File: src/rtl/kernel_interpolator.sv
// Sequential kernel interpolator: blends identity and a selected N-tap kernel one tap per cycle,
// committing all taps at once. Optional strength slew is enabled by defining KERNEL_SLEW_EN.
module kernel_interpolator #(
    parameter int N         = 25,
    parameter int BW        = 16,
    parameter int FRAC_BITS = 8,
    parameter int K_RANGE   = 16,
    parameter int OUT_W     = 32
) (
    input  logic                          clk,
    input  logic                          reset,
    input  logic                          start,
    input  logic [$clog2(K_RANGE):0]      k_index,
    input  logic [N-1:0][BW-1:0]          kernel_in,
    output logic                          busy,
    output logic                          done,
    output logic [$clog2(K_RANGE):0]      k_active,
    output logic [N-1:0][OUT_W-1:0]       kernel_out,
    output logic [1:0]                    state_dbg
);
    localparam int KW    = $clog2(K_RANGE) + 1;
    localparam int TW    = (N > 1) ? $clog2(N) : 1;
    localparam int SCALE = 1 << FRAC_BITS;
    localparam logic signed [OUT_W-1:0] K_DIV = OUT_W'(K_RANGE);

    localparam logic [1:0] S_IDLE   = 2'd0;
    localparam logic [1:0] S_CALC   = 2'd1;
    localparam logic [1:0] S_COMMIT = 2'd2;

    logic [1:0]                state_q, state_d;
    logic [TW-1:0]             tap_q, tap_d;
    logic [KW-1:0]             k_eff_q, k_eff_d;
    logic [KW-1:0]             k_active_q, k_active_d;
    logic                      done_q, done_d;
    logic [N-1:0][BW-1:0]      in_buf_q;
    logic [N-1:0][OUT_W-1:0]   shadow_q;
    logic [N-1:0][OUT_W-1:0]   kout_q;

    logic [KW-1:0]             k_clamp;
    logic [KW-1:0]             k_target;
    logic                      accept;

    logic signed [OUT_W-1:0]   tap_in, id_val, range_v, scaled, quot, tap_val;

    assign accept  = (state_q == S_IDLE) && start;
    assign k_clamp = (k_index > KW'(K_RANGE)) ? KW'(K_RANGE) : k_index;

`ifdef KERNEL_SLEW_EN
    logic [KW-1:0] k_cur_q;

    // Strength moves at most one step toward the request per committed kernel.
    always_comb begin
        k_target = k_cur_q;
        if (k_clamp > k_cur_q) begin
            k_target = k_cur_q + KW'(1);
        end else if (k_clamp < k_cur_q) begin
            k_target = k_cur_q - KW'(1);
        end
    end

    always_ff @(posedge clk) begin
        if (reset) begin
            k_cur_q <= '0;
        end else if (state_q == S_COMMIT) begin
            k_cur_q <= k_eff_q;
        end
    end
`else
    assign k_target = k_clamp;
`endif

    // Shared datapath: ((range*SCALE)/K_RANGE)*k_eff + id*SCALE, signed, truncating division.
    always_comb begin
        tap_in  = OUT_W'(signed'(in_buf_q[tap_q]));
        id_val  = (tap_q == TW'(N / 2)) ? OUT_W'(1) : '0;
        range_v = tap_in - id_val;
        scaled  = range_v <<< FRAC_BITS;
        quot    = scaled / K_DIV;
        tap_val = quot * signed'(OUT_W'(k_eff_q)) + (id_val <<< FRAC_BITS);
    end

    always_comb begin
        state_d    = state_q;
        tap_d      = tap_q;
        k_eff_d    = k_eff_q;
        k_active_d = k_active_q;
        done_d     = 1'b0;
        case (state_q)
            S_IDLE: begin
                if (start) begin
                    state_d = S_CALC;
                    tap_d   = '0;
                    k_eff_d = k_target;
                end
            end
            S_CALC: begin
                tap_d = tap_q + TW'(1);
                if (tap_q == TW'(N - 1)) begin
                    state_d = S_COMMIT;
                end
            end
            S_COMMIT: begin
                state_d    = S_IDLE;
                done_d     = 1'b1;
                k_active_d = k_eff_q;
            end
            default: state_d = S_IDLE;
        endcase
    end

    always_ff @(posedge clk) begin
        if (reset) begin
            state_q    <= S_IDLE;
            tap_q      <= '0;
            k_eff_q    <= '0;
            k_active_q <= '0;
            done_q     <= 1'b0;
            for (int i = 0; i < N; i++) begin
                kout_q[i] <= (i == N / 2) ? OUT_W'(SCALE) : '0;
            end
        end else begin
            state_q    <= state_d;
            tap_q      <= tap_d;
            k_eff_q    <= k_eff_d;
            k_active_q <= k_active_d;
            done_q     <= done_d;
            if (state_q == S_COMMIT) begin
                kout_q <= shadow_q;
            end
        end
    end

    // Input buffer and shadow hold don't-care contents outside a calculation.
    always_ff @(posedge clk) begin
        if (!reset && accept) begin
            in_buf_q <= kernel_in;
        end
        if (!reset && state_q == S_CALC) begin
            shadow_q[tap_q] <= tap_val;
        end
    end

    assign busy       = (state_q == S_CALC) || (state_q == S_COMMIT);
    assign done       = done_q;
    assign k_active   = k_active_q;
    assign kernel_out = kout_q;
    assign state_dbg  = state_q;

endmodule

File: config.mk
export PLATFORM = sky130hd
export DESIGN_NAME = kernel_interpolator
export DESIGN_NICKNAME = d
export VERILOG_FILES = /design/src/rtl/kernel_interpolator.sv
export SDC_FILE = /design/constraint.sdc
export NUM_CORES = 2
export LEC_CHECK = 0
export CORE_AREA = 5 5 466 468
export CTS_CLUSTER_DIAMETER = 100
export DETAILED_ROUTE_END_ITERATION = 10
export DIE_AREA = 0 0 471 473
export HOLD_SLACK_MARGIN = 0.12
export PLACE_DENSITY_LB_ADDON = 0.08
export SLEW_MARGIN = 15
export SYNTH_ARGS = -nofsm -noshare
export SYNTH_HDL_FRONTEND = slang
export SYNTH_SLANG_ARGS = --single-unit
File: constraint.sdc
create_clock -name clk -period 32.2 [get_ports clk]
set_input_delay 3.22 -clock clk [delete_from_list [all_inputs] [get_ports clk]]
set_output_delay 3.22 -clock clk [all_outputs]
set_load 0.02 [all_outputs]
# Yosys cells after proc, flatten, opt, wreduce, memory -nomap -nowiden
# Index checks and enable logic that the tools add are counted.
[totals]
register_bits = 2018
in_bits = 408
wordCells = 117
[op_classes]
addsub = 3
mul = 1
n_lt_le_gt_ge = 3
n_eq_ne = 6
muxes = 13
n_reduce_logical = 11
[ops]
columns = ["cell", "count"]
rows = [
  ["bitwise mux 800 bit", 1],
  ["demux 32 bit (select 5 bit)", 1],
  ["binary-select mux 16 bit (select 5 bit)", 1],
  ["two-way mux 32 bit", 1],
  ["adder 27 x 10 -> 28 bit", 1],
  ["multiplier 17 x 6 -> 23 bit", 1],
  ["subtractor 16 x 2 -> 17 bit", 1],
  ["two-way mux 16 bit", 1],
  ["two-way mux 5 bit", 2],
  ["one-hot mux 5 bit (2 select lines)", 1],
  ["< comparator 5 x 6 -> 1 bit (second input constant)", 1],
  ["AND reduction 2 bit", 3],
  ["adder 5 x 1 -> 5 bit (second input constant)", 1],
  ["== test 5 x 4 -> 1 bit (second input constant)", 1],
  ["== test 5 bit (second input constant)", 1],
  [">= comparator 5 x 1 -> 1 bit (second input constant)", 1],
  ["greater-than comparator 5 bit (second input constant)", 1],
  ["logical AND 1 bit", 4],
  ["two-way mux 2 bit", 2],
  ["inequality test 2 bit (second input constant)", 2],
  ["one-hot mux 2 bit (2 select lines)", 1],
  ["== test 2 x 1 -> 1 bit (second input constant)", 1],
  ["== test 2 bit (second input constant)", 1],
  ["zero test 2 bit", 1],
  ["other kinds (4)", 5],
]

# Depth between registers and ports, before layout
[depth]
ltp_word = 6
ltp_mapped = 32

# Least setup slack after synthesis
# No wires, ideal clock.
[synth_timing]
path_type = "input to register"
start = "in reset"
end = "reg in_buf_q[0] (netlist bit) (enable)"
setup_time_ns = 1.173
t_arrival_ns = 20.389
t_required_ns = 31.027
path_slack_ns = 10.638
stages = 4
n_path_buf = 3
path_cell_list = "clkbuf_1 -> clkbuf_1 -> buf_1 -> nor2_1"
[synth_between]
elab_chain_cells = 2
[synth_rtl]
columns = ["element", "line", "source"]
rows = [
  ["start, declared", "11", "input logic reset,"],
  ["zero test 1 bit", "135", "if (!reset && accept) begin"],
  ["logical AND 1 bit", "135", ""],
  ["end signal, assigned", "136", "in_buf_q <= kernel_in;"],
  ["end, declared", "35", "logic [N-1:0][BW-1:0] in_buf_q;"],
]
# Every way passes these cells.
# A chain may end at the register's enable or synchronous reset.

# Final worst setup path
[layout_timing]
start = "reg tap_q[0]"
end = "reg shadow_q[346] (netlist bit) (data pin)"
[layout_between]
elab_chain_cells = 6
word_cells_on_any_way = 13
classes_between = "add/sub: 2; mul: 1; order compare: 2; eq/ne: 1; mux: 6; reduce/logical: 1"
[layout_rtl]
columns = ["element", "line", "source"]
rows = [
  ["start, declared", "31", "logic [TW-1:0] tap_q, tap_d;"],
  ["start signal, assigned", "123", "tap_q <= tap_d;"],
  ["binary-select mux 16 bit (select 5 bit) or == test 5 x 4 -> 1 bit (tied branches)", "74, 75", ""],
  ["two-way mux 16 bit (implied by the code) or two-way mux 1 bit (tied branches)", "74, 75", ""],
  ["subtractor 16 x 2 -> 17 bit", "76", "range_v = tap_in - id_val;"],
  ["multiplier 17 x 6 -> 23 bit", "79", "tap_val = quot * signed'(OUT_W'(k_eff_q)) + (id_val <<< FRAC_BITS);"],
  ["adder 27 x 10 -> 28 bit *", "79", ""],
  ["net tap_val[26]", "43", "logic signed [OUT_W-1:0] tap_in, id_val, range_v, scaled, quot, tap_val;"],
  ["bitwise mux 800 bit *", "139", "shadow_q[tap_q] <= tap_val;"],
  ["end signal, assigned by index", "139", ""],
  ["end, declared", "36", "logic [N-1:0][OUT_W-1:0] shadow_q;"],
]
# The timed path passes the listed nets; every way through them passes the cells marked *. The select of a mux whose other input is x is not followed.

==> flow_metrics.tcl <==
set metrics [dict create \
    comb_power_share_pct 6.0 \
    die_w_um 471 \
    path_cells "buf_4, buf_4, mux4_2, a22oi_1, o41ai_1, a211oi_4, nand4_2, or2_4, nor3b_4, and3b_1, fa_1, fa_1, inv_1, fa_1, inv_1, ha_1, a21oi_1, nand2_1, or3_1, o22ai_1, o2111ai_1, nor4_1, nand4_1, xor2_4" \
    cp_slowest_stage_delay_ps 820 \
    num_io_pins 1217 \
    arrival_ps 10240 \
    slew_violations 0 \
    crit_slowest_cell "xor2_4" \
    r2r-start "tap_q[0]" \
    grt-ovfl-total 0 \
    numPortBuffers 1116 \
    vias 36104 \
    yosysTopAreaCell "edfxtp_1" \
    fin_crit_sh_pct 30.44 \
    clkLatencyLatePin_ps 840 \
    clkTransAtPathRegs_ps 60 \
    netlist_area_um2 60730 \
    reg2reg_depth 24 \
    synthArstFlopShare_pct 0 \
    start_kind "flip-flop" \
    cp-end-kind "flip-flop" \
    critPathMaxFanout 42 \
    grt_pass1_vias 36049 \
    crit_top_cell "fa_1" \
    yosysTopAreaCellShare_pct 49.45 \
    grt_use_total_pct 20.32 \
    setup_tns_ps 0 \
    regArea_um2 42410 \
    drcViolationCount 0 \
    dp_cells 7820 \
    internal_power_mw 3.530 \
    setup_viol 0 \
    dp_hpwl_um 165100 \
    fill_cells 20384 \
    synth-seq-area-share_pct 69.82 \
    die_h_um 473 \
    wirelength_um 233400 \
    finalClockSkew_ps 79.97 \
    ir_drop_v 0.00005205 \
    min_to "kernel_out[222]" \
    period_minus_slack_ps 9803 \
    rsz0062_at_grt "false" \
    via_per_inst 4.418 \
    start_util_pct 28.49 \
    r2r_slack_ps 22400 \
    dr.first_iter.drc_count 2167 \
    synthDistinctLibCells 85 \
    multi_input_area_um2 16380 \
    wl_per_cell_um 28.56 \
    root_buffer "clkbuf_16" \
    tightest_slew_ps 1138 \
    synth_edf_count 1000 \
    drv_cap 0 \
    synth-seq-cells 1618 \
    cts_setup_buffers 0 \
    core_um2 213100 \
    power.leakage_nw 27.06 \
    ant_nets 0 \
    hold_violations 0 \
    numCtsBuffers 182 \
    grt_max_degree 118 \
    clock-sinks 1618 \
    synthToLayoutAreaGrowth_pct 32.72 \
    seqPwrFrac_pct 49.2 \
    swShare_pct 23.44 \
    synth_area_leaders "edfxtp_1, dfxtp_1, mux2i_1" \
    p_switching_mw 1.081 \
    instances_no_fill 8172 \
    status "finished, final reports clean" \
    die_area_um2 222800 \
    netlist_instances 4072 \
    hold_buffers 0 \
    pwr_density_cell_nw_per_um2 57.20 \
    hold_path.class "flip-flop to flip-flop" \
    crit_type "flip-flop to flip-flop" \
    required_ps 32630 \
    synth.avg_cell_area_um2 14.91 \
    post_cts_resized 0 \
    antenna_found_initial 68 \
    clkPwrFrac_pct 44.8 \
    clockBufferDepth 3 \
    whs_path_depth 2 \
    hp-start "shadow_q[222]" \
    grt_pass1_wl_um 315800 \
    first_pass_iters 5 \
    nets 5679 \
    num_rows 170 \
    drive_gt1_share_pct 10.20 \
    synth_warnings 0 \
    max_freq_mhz 102.0 \
    cts_max_level 4 \
    gp_congestion 0.8230 \
    r2r-end "shadow_q[346]" \
    slew_headroom_pct 24.12 \
    cts_tree "yes" \
    ys.flop_type "edfxtp_1" \
]
-- flip-flops by register name, indices dropped and copies added (netlist names) --
| register | flops |
|---|---|
| kernel_out | 600 |
| tap_q | 5 |
| k_active | 5 |
| state_dbg | 2 |
| done | 1 |
| k_eff_q | 5 |
| in_buf_q | 400 |
| shadow_q | 600 |
-- area by class of cell --
type                            instances  area share, %
Tap cell                             2838          4.406
Antenna cell                           19        0.05899
Timing Repair Buffer                 1207          14.75
Inverter                               95         0.4424
Clock inverter                         69          1.059
Clock buffer                          264          6.344
Sequential cell                      1618          52.62
Multi-Input combinational cell       2062          20.32
-- cell families after synthesis --
family,after synthesis,synth area share (%)
mux,716,13.49
xor+xnor,51,0.7355
fa+ha+maj,105,2.769
buf+inv,491,4.436
simple gates,932,6.801
compound gates,158,1.943
flops,1618,69.82
other cells,1,0.006175
-- cells in the final DEF, fill, tap and decap left out, types with 49 or more instances in the layout --
cell	instances
clkdlybuf4s50_1	1115
edfxtp_1	1000
nor2_1	632
mux2i_1	618
dfxtp_1	614
clkbuf_16	183
conb_1	100
inv_1	94
buf_4	88
nand2_1	85
mux4_2	79
clkbuf_1	58
ha_1	50
fa_1	49
-- how the worst max path moves through the flow --
stage                   from            end  slack, ps  cells past startpoint
floorplan              reset    in_buf_q[0]      10640                      4
global placement    tap_q[0]  shadow_q[634]      22360                     24
detailed placement  tap_q[0]  shadow_q[634]      22230                     24
CTS                 tap_q[0]  shadow_q[346]      22210                     24
global route        tap_q[0]  shadow_q[346]      21580                     24
finish              tap_q[0]  shadow_q[346]      22400                     24
-- cells in the mapped netlist (all sizes together) (15+ instances only) --
cell / instances
mux2i: 618
xnor2: 33
a211oi: 15
mux2: 18
a22oi: 20
nor2: 657
and2: 46
buf: 297
clkbuf: 99
nand2: 86
ha: 56
nand3: 22
inv: 94
mux4: 80
nor2b: 20
edfxtp: 1000
dfxtp: 618
xor2: 18
fa: 49
o21ai: 20
nand4: 18
a21oi: 42
-- worst max-delay path: cells and delay by family (launching register included) --
family | cells | cell delay, ps
simple gates | 8 | 2640
fa+ha+maj | 4 | 1860
compound gates | 6 | 1620
buf+inv | 4 | 1390
xor+xnor | 1 | 820
mux | 1 | 600
flops | 1 | 430
-- power by group through the flow --
stage / sequential, mW / combinational [mW] / clock [mW]
final: 2.27 / 0.276 / 2.06
after global placement: 2.32 / 0.287 / 0
after CTS: 2.27 / 0.287 / 2.13
after global routing: 2.27 / 0.297 / 2.22
after detailed placement: 2.32 / 0.287 / 0
after floorplan: 2.32 / 0.122 / 0
-- routing by layer --
| layer | track usage, % | vias up | routed length [um] |
|---|---|---|---|
| met5 | 0 | - | 462 |
| met4 | 3.560 | 74 | 3625 |
| met3 | 6.109 | 288 | 16150 |
| met2 | 35.80 | 1144 | 118400 |
| met1 | 24.83 | 18079 | 94780 |
| li1 | - | 16519 | - |
-- metrics by stage --
step                setup WS [ps]  hold slack [ps]  total power [mW]  area, um^2  utilization [%]
global placement            22360            435.1             2.603       74580            34.99
finish                      22400            429.1             4.610       80600            37.82
global route                21580            447.3             4.785       80550            37.80
CTS                         22210            435.8             4.689       80550            37.79
detailed placement          22230            452.8             2.603       74580            34.99
floorplan                   10640            432.6             2.443       61100                -
Power figures use the tool's default switching activity.
